### src/rtl/yuv422_pkg.sv
// Shared YUV422 definitions for the frame buffer write and read sides:
// writer FSM states, pixel layout and the UYVY word packing.
package yuv422_pkg;

  typedef enum logic [1:0] {
    WAIT_SOF = 2'd0,
    PIX0     = 2'd1,
    PIX1     = 2'd2
  } state_t;

  typedef struct packed {
    logic [7:0] chroma;
    logic [7:0] luma;
  } pixel_t;

  // byte0 = U, byte1 = Y0, byte2 = V, byte3 = Y1
  function automatic logic [31:0] pack_uyvy(input pixel_t p0, input pixel_t p1);
    return {p1.luma, p1.chroma, p0.luma, p0.chroma};
  endfunction

endpackage

### src/rtl/yuv422_fb_writer.sv
// Packs a valid/ready stream of 16-bit YUV422 pixels into 32-bit UYVY words
// and drives the frame buffer write port, resynchronising on start-of-frame.
module yuv422_fb_writer
  import yuv422_pkg::*;
#(
  parameter  int PIXELS   = 1280*760,
  localparam int ADR_BITS = $clog2(PIXELS)
) (
  input  logic                clk_i,
  input  logic                rst_n_i,
  input  logic                en_i,
  input  logic                s_valid_i,
  output logic                s_ready_o,
  input  logic                s_sof_i,
  input  logic [15:0]         s_data_i,
  output logic [ADR_BITS-1:0] wr_addr_o,
  output logic [31:0]         wr_d_o,
  output logic                wr_en_o,
  output logic                frame_done_o,
  output logic                sync_err_o,
  output logic [1:0]          dbg_state_o
);

  // Handshake: a beat transfers on a rising clk_i edge where s_valid_i and
  // s_ready_o are both high; s_ready_o is en_i, the write port never stalls.

  localparam int WORDS = PIXELS / 2;
  localparam logic [ADR_BITS-1:0] LAST_WORD = ADR_BITS'(WORDS - 1);

  state_t              r_state;
  state_t              w_next_state;
  pixel_t              r_hold;
  logic [ADR_BITS-1:0] r_cnt;
  logic                w_accept;
  logic                w_last;
  logic                w_load_hold;
  logic                w_issue;
  logic                w_err;
  logic                w_cnt_clr;

  assign s_ready_o   = en_i;
  assign w_accept    = s_valid_i & en_i;
  assign w_last      = (r_cnt == LAST_WORD);
  assign dbg_state_o = r_state;

  always_ff @(posedge clk_i or negedge rst_n_i) begin
    if (!rst_n_i) begin
      r_state <= WAIT_SOF;
    end else begin
      r_state <= w_next_state;
    end
  end

  always_comb begin
    w_next_state = r_state;
    w_load_hold  = 1'b0;
    w_issue      = 1'b0;
    w_err        = 1'b0;
    w_cnt_clr    = 1'b0;
    if (w_accept) begin
      case (r_state)
        WAIT_SOF: begin
          if (s_sof_i) begin
            w_load_hold  = 1'b1;
            w_cnt_clr    = 1'b1;
            w_next_state = PIX1;
          end
        end
        PIX0: begin
          w_load_hold  = 1'b1;
          w_next_state = PIX1;
          if (s_sof_i) begin
            w_err     = 1'b1;
            w_cnt_clr = 1'b1;
          end
        end
        PIX1: begin
          // A sof here abandons the held even pixel; the sof beat becomes pixel 0.
          if (s_sof_i) begin
            w_load_hold = 1'b1;
            w_err       = 1'b1;
            w_cnt_clr   = 1'b1;
          end else begin
            w_issue      = 1'b1;
            w_next_state = w_last ? WAIT_SOF : PIX0;
          end
        end
        default: w_next_state = WAIT_SOF;
      endcase
    end
  end

  always_ff @(posedge clk_i or negedge rst_n_i) begin
    if (!rst_n_i) begin
      r_hold       <= '0;
      r_cnt        <= '0;
      wr_addr_o    <= '0;
      wr_d_o       <= '0;
      wr_en_o      <= 1'b0;
      frame_done_o <= 1'b0;
      sync_err_o   <= 1'b0;
    end else begin
      wr_en_o      <= w_issue;
      frame_done_o <= w_issue & w_last;
      sync_err_o   <= w_err;
      if (w_load_hold) begin
        r_hold <= pixel_t'(s_data_i);
      end
      if (w_issue) begin
        wr_d_o    <= pack_uyvy(r_hold, pixel_t'(s_data_i));
        wr_addr_o <= r_cnt;
        r_cnt     <= w_last ? '0 : r_cnt + 1'b1;
      end else if (w_cnt_clr) begin
        r_cnt <= '0;
      end
    end
  end

endmodule
### config.mk
export PLATFORM = sky130hd
export DESIGN_NAME = yuv422_fb_writer
export DESIGN_NICKNAME = d
export VERILOG_FILES = /design/src/rtl/yuv422_pkg.sv /design/src/rtl/yuv422_fb_writer.sv
export SDC_FILE = /design/constraint.sdc
export NUM_CORES = 1
export LEC_CHECK = 0
export CORE_ASPECT_RATIO = 0.7
export CORE_MARGIN = 2
export CORE_UTILIZATION = 40
export CTS_CLUSTER_DIAMETER = 60
export DETAILED_ROUTE_END_ITERATION = 10
export GPL_TIMING_DRIVEN = 0
export PLACE_DENSITY = 0.76
export RECOVER_POWER = 50
export SYNTH_ARGS = -nofsm -noshare
export SYNTH_HDL_FRONTEND = slang
export SYNTH_SLANG_ARGS = --single-unit
### constraint.sdc
create_clock -name clk_i -period 2.83 [get_ports clk_i]
set_clock_uncertainty 0.2 [all_clocks]
set_input_delay 0.566 -clock clk_i [delete_from_list [all_inputs] [get_ports clk_i]]
set_output_delay 0.566 -clock clk_i [all_outputs]
set_load 0.03 [all_outputs]
# --- Word level (Yosys, flattened, before mapping) ---
# Cells that the tools add are included.
word_totals:
  regBits: 93
  word_cells: 40
op_classes:
  mux: 17
  addsub: 1
  bitwise: 2
  n_eq_ne: 5
  reduce_logical: 6
ops:
  columns: ["operator", "n"]
  rows:
  - ["20-bit two-way mux", 3]
  - ["20-bit by 1-bit adder with 20-bit output, second input constant", 1]
  - ["20-bit by 19-bit == test with 1-bit output, second input constant", 1]
  - ["1-bit two-way mux", 10]
  - ["2-bit case mux with 3 select lines", 1]
  - ["2-bit two-way mux", 2]
  - ["2-bit != test, second input constant", 2]
  - ["2-bit OR reduction", 2]
  - ["3-bit AND reduction", 1]
  - ["3-bit OR reduction", 1]
  - ["1-bit bitwise AND", 2]
  - ["2-bit by 1-bit == test with 1-bit output, second input constant", 1]
  - ["2-bit == test, second input constant", 1]
  - ["2-bit logical NOT", 1]
  - ["1-bit case mux with 2 select lines", 1]
  - ["2-bit nonzero test", 1]

# --- Logic depth before layout (Yosys ltp) ---
# Gate-level depths: netlist of the first run.
logic_depth:
  depth_word: 6
  ltp_mapped: 10

# --- Worst setup path before layout of the first run ---
# No wires, ideal clock.
synth_timing:
  kind: "register to register"
  start: "reg r_state[0] (netlist: dbg_state_o[0])"
  end: "reg r_cnt[7]"
  setup_slack_ns: 0.545
  stages_incl_launch_ff: 10
  t_arrival_ns: 2.002
  synth_period_minus_slack_ns: 2.285
  path_buffers: 2
  cell_sequence: "dfrtp_1 inv_1 ha_1 nand2b_1 or2_0 buf_2 a31o_2 buf_2 or3_1 o21ai_0"
synth_between:
  elab_chain_len: 5
  word_cells_on_any_way: 10
  cone_classes: "eq/ne: 2; mux: 5; reduce/logical: 3"
synth_lines:
  columns: ["element", "line", "rtl"]
  rows:
  - ["start, declared", "yuv422_fb_writer.sv:30", "state_t r_state;"]
  - ["start signal, assigned", "yuv422_fb_writer.sv:50", "r_state <= w_next_state;"]
  - ["2-bit == test, or another cell as far along", "yuv422_fb_writer.sv:61", "case (r_state)"]
  - ["3-bit OR reduction (no source line)", null, null]
  - ["1-bit two-way mux", null, null]
  - ["1-bit two-way mux", "yuv422_fb_writer.sv:60", "if (w_accept) begin"]
  - ["2-bit nonzero test (no source line)", null, null]
  - ["end signal, assigned", "yuv422_fb_writer.sv:112", "r_cnt <= w_last ? '0 : r_cnt + 1'b1;"]
  - ["end, declared", "yuv422_fb_writer.sv:33", "logic [ADR_BITS-1:0] r_cnt;"]
# Parallel ways exist; a longest one is shown, timed or not.
# A chain may end at the register's enable or synchronous reset.

# --- Worst setup path after layout of the first run ---
layout_timing:
  start: "in en_i"
  end: "out s_ready_o"
layout_rtl:
  columns: ["element", "line", "rtl"]
  rows:
  - ["start, declared", "yuv422_fb_writer.sv:11", "input logic en_i,"]
  - ["end, declared", "yuv422_fb_writer.sv:13", "output logic s_ready_o,"]
# No word-level cell between the ends.

==> results.toml, run 1 <==
[synthesis]
yosysSeqAreaShare_pct = 59.3
ys_ff_latch = 93
synth_area_sq_um = 3920
syn_nets = 431
synth_cells = 404
yosys_warnings = 0
synth.avg_cell_area_sq_um = 9.71
synth.distinct_cells = 39

[run]
maxCapViolations = 0

[clocking]
ctsLongestPathBuffers = 2
cts_tree = "yes"
ctsResizeCount = 0
cts_sinks = 93
hold_buffers = 1
post_cts_buffers = 0
clkTransAtPathRegs_ns = 0.07
htreeDepth = 3
numCtsBuffers = 9
clk_latency_ns = 0.34
root_buffer = "clkbuf_16"

[die]
core_area_sq_um = 9610
die_w_um = 122
dieArea_sq_um = 10600
io_pins = 79
fp-row-count = 30
initial_utilization_pct = 40.8
die-height_um = 86.8

[timing]
slew_headroom_pct = 7.71
finalSetupViolCount = 0
period_minus_slack_ns = 2.61
rsz0062_at_grt = "false"
whs_ns = 0.270
period_share_pct = 92.1
slew_viol_final = 0
worst_pin_slew_ns = 1.38
finalHoldViolCount = 0
tns_ns = 0
fmax_mhz = 384

[drt]
drtAntennaViolNets = 0
vias = 3140
drt_iter0_drc = 219
wl_per_cell_um = 15.0
vias_per_cell = 5.00
drt-total-wl_um = 9410
drc = 0
drt_first_pass_iters = 5

[global_route]
grt.overflow.total = 0
grt_pass1_vias = 3121
grt_max_degree = 71
grt_usage_pct = 18.8
antenna_found_initial = 0
grt_pass1_wl_um = 15400

[critical_path]
crit_required_ns = 2.06
crit_fanout = 3
worstSetupPathType = "in -> out"
cp-start-kind = "input pin"
crit_arrival_ns = 1.84
worst_setup_path_end_kind = "output port"

[place]
dpl.hpwl_um = 6610
gp_congestion = 0.904
portBuffers = 78

[final_layout]
antenna_cells = 0
drive_gt1_share_pct = 10.0
area_growth_pct = 33.9
final_cell_mix = "146 x nand2_1, 93 x dfrtp_1, 51 x clkdlybuf4s50_1, 27 x dlygate4sd3_1, 26 x o21ai_0"
final_common_cell = "nand2_1"
fin_nets = 522

[min_path]
hold_class = "reg -> reg"

[power]
p_leak_uw = 0.00247
power_density_nw_per_um2 = 1000
peakVddDrop_v = 0.000460

[outcome]
run_status = "finished, final reports clean"
## stage by stage
| step | util, % | std cells | total power (uW) | setup WS, ns | area (sq um) |
|---|---|---|---|---|---|
| after detailed placement | 50.9 | 611 | 3940 | -0.124 | 4890 |
| final | 54.6 | 628 | 5260 | 0.225 | 5250 |
| after CTS | 54.7 | 628 | 5370 | 0.220 | 5250 |
| after floorplan | - | 404 | 3090 | 0.545 | 3920 |
| after global routing | 54.6 | 628 | 5550 | 0.138 | 5250 |
| after global placement | 50.6 | 610 | 3870 | -2.30 | 4860 |
## cells in the mapped netlist (all sizes together)
cell | n | share of area (%)
or3 | 5 | 0.80
nor4 | 2 | 0.48
nor2 | 12 | 1.1
or2 | 3 | 0.48
inv | 15 | 1.4
mux2i | 4 | 1.0
ha | 6 | 1.9
a21o | 1 | 0.19
or4 | 2 | 0.48
mux2 | 16 | 4.6
o31ai | 1 | 0.19
buf | 11 | 1.4
dfrtp | 93 | 59
nand2b | 2 | 0.32
a211oi | 1 | 0.32
a31oi | 4 | 0.80
o221ai | 1 | 0.22
and3 | 1 | 0.16
a22o | 2 | 0.45
nand4 | 7 | 1.3
o2bb2ai | 1 | 0.22
a21oi | 12 | 1.5
o41ai | 1 | 0.22
o21bai | 2 | 0.38
nand3 | 11 | 1.4
nand2 | 146 | 14
nand3b | 1 | 0.19
nor3 | 4 | 0.51
o21ai | 26 | 3.3
clkbuf | 10 | 0.96
a31o | 1 | 0.22
## layout make-up
cell class | instances | area [sq um]
clock inverter | 6 | 116
timing repair buffer | 80 | 812
tap | 128 | 160
multi-input combinational | 275 | 1440
buffer | 21 | 93.8
clock buffer | 10 | 239
inverter | 15 | 56.3
fill | 868 | 4360
sequential | 93 | 2330
## flip-flops by register name, summed over array words and instances (netlist names)
signal	flops
dbg_state_o	2
wr_d_o	32
wr_addr_o	20
r_hold	16
r_cnt	20
sync_err_o	1
wr_en_o	1
frame_done_o	1
## routing by layer
metal | global-route usage [%] | wire [um]
met1 | 27.3 | 4500
met2 | 27.6 | 4080
met3 | 5.20 | 670
met4 | 5.64 | 152
met5 | 0 | 0
## worst paths after layout
check | end | slack, ns | depth (start not counted) | from
worst max-delay path | s_ready_o | 0.22 | 3 | en_i
worst min-delay path | wr_d_o[5]$_DFFE_PN0P_ | 0.27 | 2 | wr_d_o[5]$_DFFE_PN0P_
worst max register to register | r_cnt[16]$_DFFE_PN0P_ | 0.31 | 9 | dbg_state_o[0]$_DFFE_PN0P_
worst min register to register | wr_d_o[5]$_DFFE_PN0P_ | 0.27 | 2 | wr_d_o[5]$_DFFE_PN0P_
max in group asynchronous | wr_d_o[30]$_DFFE_PN0P_ | 0.58 | 3 | rst_n_i
min in group asynchronous | r_cnt[5]$_DFFE_PN0P_ | 0.87 | 2 | rst_n_i
## worst max-delay path: stages
cell and delay (ns):
clkdlybuf4s50_1 0.50, buf_4 0.11, clkdlybuf4s50_1 0.66
## report_power, final
group	internal (uW)	switching, uW
combinational	737	1090
clock	895	522
sequential	1760	261
total	3390	1870
## logic make-up after synthesis
group	after synthesis	share of synthesized area, %
flops	93	59.3
buf+inv	36	3.83
simple gates	196	21.2
compound gates	53	8.07
mux	20	5.62
fa+ha+maj	6	1.91
No activity file was read; power rests on OpenSTA's default activity.
==> inputs of run 2 (changes only) <==
TNS_END_PERCENT = 10   (was default)
==> results of run 2 <==
Final layout, timing and power as in run 1 (identical DEF).
==> RTL change 1, RTL diff (config.mk and constraints of run 2) <==
Put one more register stage on the output `dbg_state_o`, with the module's reset. The value now appears one clock later. The other outputs are not delayed to match.
--- a/src/rtl/yuv422_fb_writer.sv
+++ b/src/rtl/yuv422_fb_writer.sv
@@ -42,5 +42,11 @@
   assign w_accept    = s_valid_i & en_i;
   assign w_last      = (r_cnt == LAST_WORD);
-  assign dbg_state_o = r_state;
+  always_ff @(posedge clk_i or negedge rst_n_i) begin
+    if (!rst_n_i) begin
+      dbg_state_o <= '0;
+    end else begin
+      dbg_state_o <= r_state;
+    end
+  end
 
   always_ff @(posedge clk_i or negedge rst_n_i) begin
Check against the original RTL: not equivalent (Yosys sat finds a counterexample within 4 cycles, from zero or initial values and one cycle with rst_n_i low).
==> RTL change 1 against run 2 <==
Wire length rose by 6.4%; synthesized cell count rose by 2.7%; synthesized area rose by 1.4%; total power fell by 5.2%; sequential share of layout area rose by 0.74 points; critical endpoint is now r_hold[13]; worst setup slack got worse by 0.16 ns; critical path type is now primary input to register; sequential cell count rose by 2; final area rose by 0.48%; combinational power fell by 9.8%; die area rose by 1.4%; clock power fell by 6%.
==> RTL change 1: results (changes against run 2) <==
The via count of the first global-routing pass is 3200 (was 3121), and the maximum net fanout on the critical path is 10 (was 3). The start of the worst register-to-register path was r_state[0] (was dbg_state_o[0]). The final non-filler cell total was 639 (was 628); the cell total after placement was 622 (was 611).

Detailed-routed wire length on met3: 962 um (was 670 um). Portion of the post-synthesis area used by sequential elements: 59.8% (was 59.3%). The run gives 0.260 ns (was 0.270 ns) as the worst slack on hold paths. The run gives 2.80 ns (was 1.84 ns) as the arrival time at the worst endpoint.

Number of DRC markers after the initial detailed-route iteration: 251 (was 219). Share of post-route cells with drive strength above 1: 9.20% (was 10.0%). The end point of the most critical hold path was wr_d_o[13] (was wr_d_o[5]). The met1 track demand over resource in global routing is 27.0% (was 27.3%), and the synthesized net count is 441 (was 431). Largest net degree at the start of global routing: 60 (was 71).

Top post-synthesis cells by area: sky130_fd_sc_hd__dfrtp_1 60%, sky130_fd_sc_hd__nand2_1 16%, sky130_fd_sc_hd__mux2_2 4.5% (was sky130_fd_sc_hd__dfrtp_1 59%, sky130_fd_sc_hd__nand2_1 14%, sky130_fd_sc_hd__mux2_2 4.6%). The global routing met3 resource utilization came out at 8.12% (was 5.20%). The capture instance of the worst register-to-register path was wr_addr_o[16] (was r_cnt[16]). Wire length per cell: 15.7 um (was 15.0 um). The met2 layer wire length in the routed design came out at 4480 um (was 4080 um). The run gives -0.692 ns (was -0.124 ns) as the pre-CTS setup slack.

The routability congestion estimate from global placement came out at 0.866 (was 0.904). The run finished with clean final reports. The reported leakage power is 2.46 nW (was 2.47 nW).

The total track usage was 20.4% (was 18.8%); the actual slew at the worst max-slew pin was 0.918 ns (was 1.38 ns). The run gives 1.76 mW (was 1.87 mW) as the net switching power of the design. The run gives 0.36 ns (was 0.34 ns) as the clock latency reported for the late side of the worst-skew pair. The HPWL reported at the end of detailed placement came out at 7130 um (was 6610 um). The per-instance average area after synthesis works out to 9.58 um2 (was 9.71 um2).

Highest metal layer with signal wires: met4 (unchanged). The number of nets at the end of the flow came out at 532 (was 522). The routed via count divided by cell count was 5.17 (was 5.00). Launch point of the worst hold path: r_hold[5] (was wr_d_o[5]). The worst IR drop on VDD came out at 0.457 mV (was 0.460 mV). Register-to-register path setup slack: 0.14 ns (was 0.31 ns). The first-pass GRT wire length was 16300 um (was 15400 um); the worst-case reg-to-reg path depth was 9 (unchanged). For the met2 routing resource usage after global routing, the log shows 30.3% (was 27.6%). The number of library cell types mapped by synthesis is 38 (was 39). Top cell types by occurrence after synthesis: 174 x sky130_fd_sc_hd__nand2_1, 95 x sky130_fd_sc_hd__dfrtp_1, 18 x sky130_fd_sc_hd__nand3_1 (was 146 x sky130_fd_sc_hd__nand2_1, 93 x sky130_fd_sc_hd__dfrtp_1, 26 x sky130_fd_sc_hd__o21ai_0). The total routed wire length on the met1 layer was 4360 um (was 4500 um).
[RTL change 1: cell count changes in the layout (fill, tap and decap cells not counted), sizes merged, moves of 4 or more]
cell / before / now
o311ai: 0 / 8
buf: 12 / 2
nand2: 146 / 174
clkbuf: 21 / 32
mux2i: 4 / 0
inv: 17 / 9
o21ai: 26 / 15
nand3: 11 / 18
dlygate4sd3: 27 / 12
clkdlybuf4s50: 51 / 66
a21oi: 12 / 6
[RTL change 1: layout make-up]
type                       count  area [um2]
clock buffer                  10         239
inverter                       8        30.0
timing repair buffer          80         793
buffer                        22        91.3
clock inverter                 6        92.6
multi-input combinational    290        1490
sequential                    95        2380
fill                         854        4410
tap                          128         160
[RTL change 1: power groups by stage]
stage                     registers, mW  logic (mW)  clock network, mW
after floorplan                    2.47       0.444                  0
after global placement             2.00        1.61                  0
after detailed placement           2.02        1.67                  0
after CTS                          2.01        1.68               1.36
after global routing               2.05        1.78               1.42
final                              2.01        1.65               1.33
[RTL change 1: kinds of logic (layout without fill, tap and decap cells)]
| family | count (synthesis) | count (layout) | share of synthesized area (%) |
|---|---|---|---|
| AO/OA/AOI/OAI | 40 | 40 | 6.58 |
| buffers and inverters | 30 | 126 | 2.99 |
| adder cells (fa/ha/maj) | 5 | 5 | 1.57 |
| multiplexers | 16 | 16 | 4.53 |
| AND/OR/NAND/NOR | 229 | 229 | 24.5 |
| flip-flops | 95 | 95 | 59.8 |
[RTL change 1: what timing repair did]
action	in CTS	in global routing
setup endpoints to repair	10	58
hold endpoints to repair	14	0
gates resized for setup	1	3
pin swaps	0	0
hold buffers	1	0
[RTL change 1: worst max-delay path, cell delays in order]
cell and delay (ns):
sky130_fd_sc_hd__dlygate4sd3_1 0.59, sky130_fd_sc_hd__nand2_1 0.15, sky130_fd_sc_hd__a211oi_2 0.69, sky130_fd_sc_hd__buf_2 0.42, sky130_fd_sc_hd__mux2_2 0.38
[RTL change 1: how the worst max path moves through the flow]
| stage | end | cells after the start | slack [ns] | startpoint |
|---|---|---|---|---|
| 2_1_floorplan | r_hold[10] | 4 | 0.57 | s_valid_i |
| 3_3_place_gp | r_hold[4] | 1 | -2.41 | rst_n_i |
| 3_5_place_dp | r_hold[6] | 5 | -0.69 | en_i |
| 4_1_cts | r_cnt[14] | 7 | 0.07 | r_cnt[0] |
| 5_1_grt | wr_d_o[8] | 9 | -0.15 | s_sof_i |
| 6_report | r_hold[13] | 5 | 0.06 | en_i |
[RTL change 1: stage by stage]
| step | cell area, um2 | setup TNS (ns) | util [%] |
|---|---|---|---|
| floorplan | 3980 | 0 | - |
| global placement | 4920 | -242.91 | 50.8 |
| detailed placement | 4940 | -19.02 | 51.0 |
| CTS | 5290 | 0 | 54.6 |
| global route | 5270 | -2.89 | 54.5 |
| finish | 5270 | 0 | 54.5 |
==> RTL change 2, RTL diff (config.mk and constraints of run 2) <==
Without the edit above. Make the reset (`rst_n_i`) synchronous in 2 clocked blocks.
--- a/src/rtl/yuv422_fb_writer.sv
+++ b/src/rtl/yuv422_fb_writer.sv
@@ -44,5 +44,5 @@
   assign dbg_state_o = r_state;
 
-  always_ff @(posedge clk_i or negedge rst_n_i) begin
+  always_ff @(posedge clk_i) begin
     if (!rst_n_i) begin
       r_state <= WAIT_SOF;
@@ -91,5 +91,5 @@
   end
 
-  always_ff @(posedge clk_i or negedge rst_n_i) begin
+  always_ff @(posedge clk_i) begin
     if (!rst_n_i) begin
       r_hold       <= '0;
Formal check against the unedited RTL: differs if rst_n_i is asserted again (counterexample within 4 cycles, from zero or initial values and one cycle with rst_n_i low); with rst_n_i held inactive, the same outputs for 10 cycles.
==> RTL change 2 against run 2 <==
Synthesized cell count is 12% higher; fmax is 0.27% lower; sequential cell count unchanged; final area shrank 1.2%; synthesized area is 0.32% higher; worst setup slack got worse by 0.0071 ns; die area grew 0.30%; core utilization down 0.87 points; wire length up 4.5%.
Power is not compared: it rests on default switching activity, and its combinational part moved more than twofold at a synthesized area within 25%.
==> RTL change 2: results (changes against run 2) <==
The flow ran to the end, and the final reports show no timing, DRC or antenna violations. The number of nets at the end of the flow is 567 (was 522). The total track usage is 19.4% (was 18.8%). For the first-pass GRT wire length, the log shows 16000 um (was 15400 um).

The synthesized net count was 478 (was 431). The logs give 525 um (was 670 um) for the detailed-routed wire length on met3 and 7120 um (was 6610 um) for the HPWL reported at the end of detailed placement. The start of the worst register-to-register path is r_cnt[0] (was dbg_state_o[0]). The register-to-register path setup slack came out at 0.40 ns (was 0.31 ns). The pre-CTS setup slack was 0.0141 ns (was -0.124 ns). The logs give 658 (was 611) for the cell total after placement and 4930 um (was 4500 um) for the total routed wire length on the met1 layer.

The number of gates resized after cts is 0 (unchanged), and the number of I/O port buffers is 78 (unchanged). The logs give 674 (was 628) for the final non-filler cell total and 0.914 (was 0.904) for the routability congestion estimate from global placement. The run gives 18 (was 71) as the largest net degree at the start of global routing. The wire length reported by the detailed router was 9830 um (was 9410 um); the actual slew at the worst max-slew pin was 0.624 ns (was 1.38 ns).

The via count of the first global-routing pass is 3303 (was 3121), and the number of library cell types mapped by synthesis is 53 (was 39). The setup slack of the critical path after layout came out at 0.217 ns (was 0.225 ns). The number of DRC markers after the initial detailed-route iteration was 232 (was 219).

The per-instance average area after synthesis was 8.70 um2 (was 9.71 um2). Instance area at placement: 4870 um2 (was 4890 um2). Leading registers by flop count: wr_d_o (32), r_cnt (20), wr_addr_o (20) (unchanged). The total via count in the routed design is 3430 (was 3140), and the share of post-route cells with drive strength above 1 is 6.59% (was 10.0%).

The post-synthesis async set-or-reset flop share works out to 0% (was 100%).
-- RTL change 2: cell types whose count changed after synthesis, sizes merged, moves of 5 or more --
cell    change
clkbuf     +12
mux2       -16
inv        -11
mux2i      +16
a21boi     +55
nor2b      +18
dfrtp      -93
o21ai      -17
dfxtp      +93
nand2      -18
or3         -5
-- RTL change 2: layout make-up --
cell class	instances	area [um2]
fill	891	4460
multi-input combinational	325	1890
sequential	93	1860
timing repair buffer	78	781
clock buffer	9	225
tap	128	160
buffer	30	149
clock inverter	7	105
inverter	4	15.0
-- RTL change 2: how the worst min path moves through the flow --
stage,depth (start not counted),slack (ns),from,to
2_1_floorplan,1,0.24,r_cnt[19],r_cnt[19]
3_5_place_dp,2,0.26,r_hold[8],wr_d_o[0]
5_1_grt,2,0.29,wr_addr_o[4],wr_addr_o[4]
6_report,2,0.26,wr_addr_o[5],wr_addr_o[5]
4_1_cts,2,0.27,r_hold[8],wr_d_o[0]
3_3_place_gp,2,0.25,r_hold[11],wr_d_o[3]
-- RTL change 2: layer usage --
metal | global-route usage, % | vias to the layer above
met4 | 6.17 | 0
met5 | 0 | -
li1 | - | 1701
met3 | 6.28 | 15
met2 | 29.0 | 84
met1 | 26.7 | 1630
-- RTL change 2: cell families after synthesis --
family | Yosys count | synth area share (%)
multiplexers | 20 | 5.09
AND/OR/NAND/NOR | 208 | 25.0
buffers and inverters | 34 | 4.20
flip-flops | 93 | 47.3
adder cells (fa/ha/maj) | 5 | 1.59
AO/OA/AOI/OAI | 91 | 16.5
XOR/XNOR | 1 | 0.223
-- RTL change 2: worst max-delay path: stages --
cell,delay [ns]
sky130_fd_sc_hd__clkdlybuf4s50_1,0.50
sky130_fd_sc_hd__buf_4,0.12
sky130_fd_sc_hd__clkdlybuf4s50_1,0.66
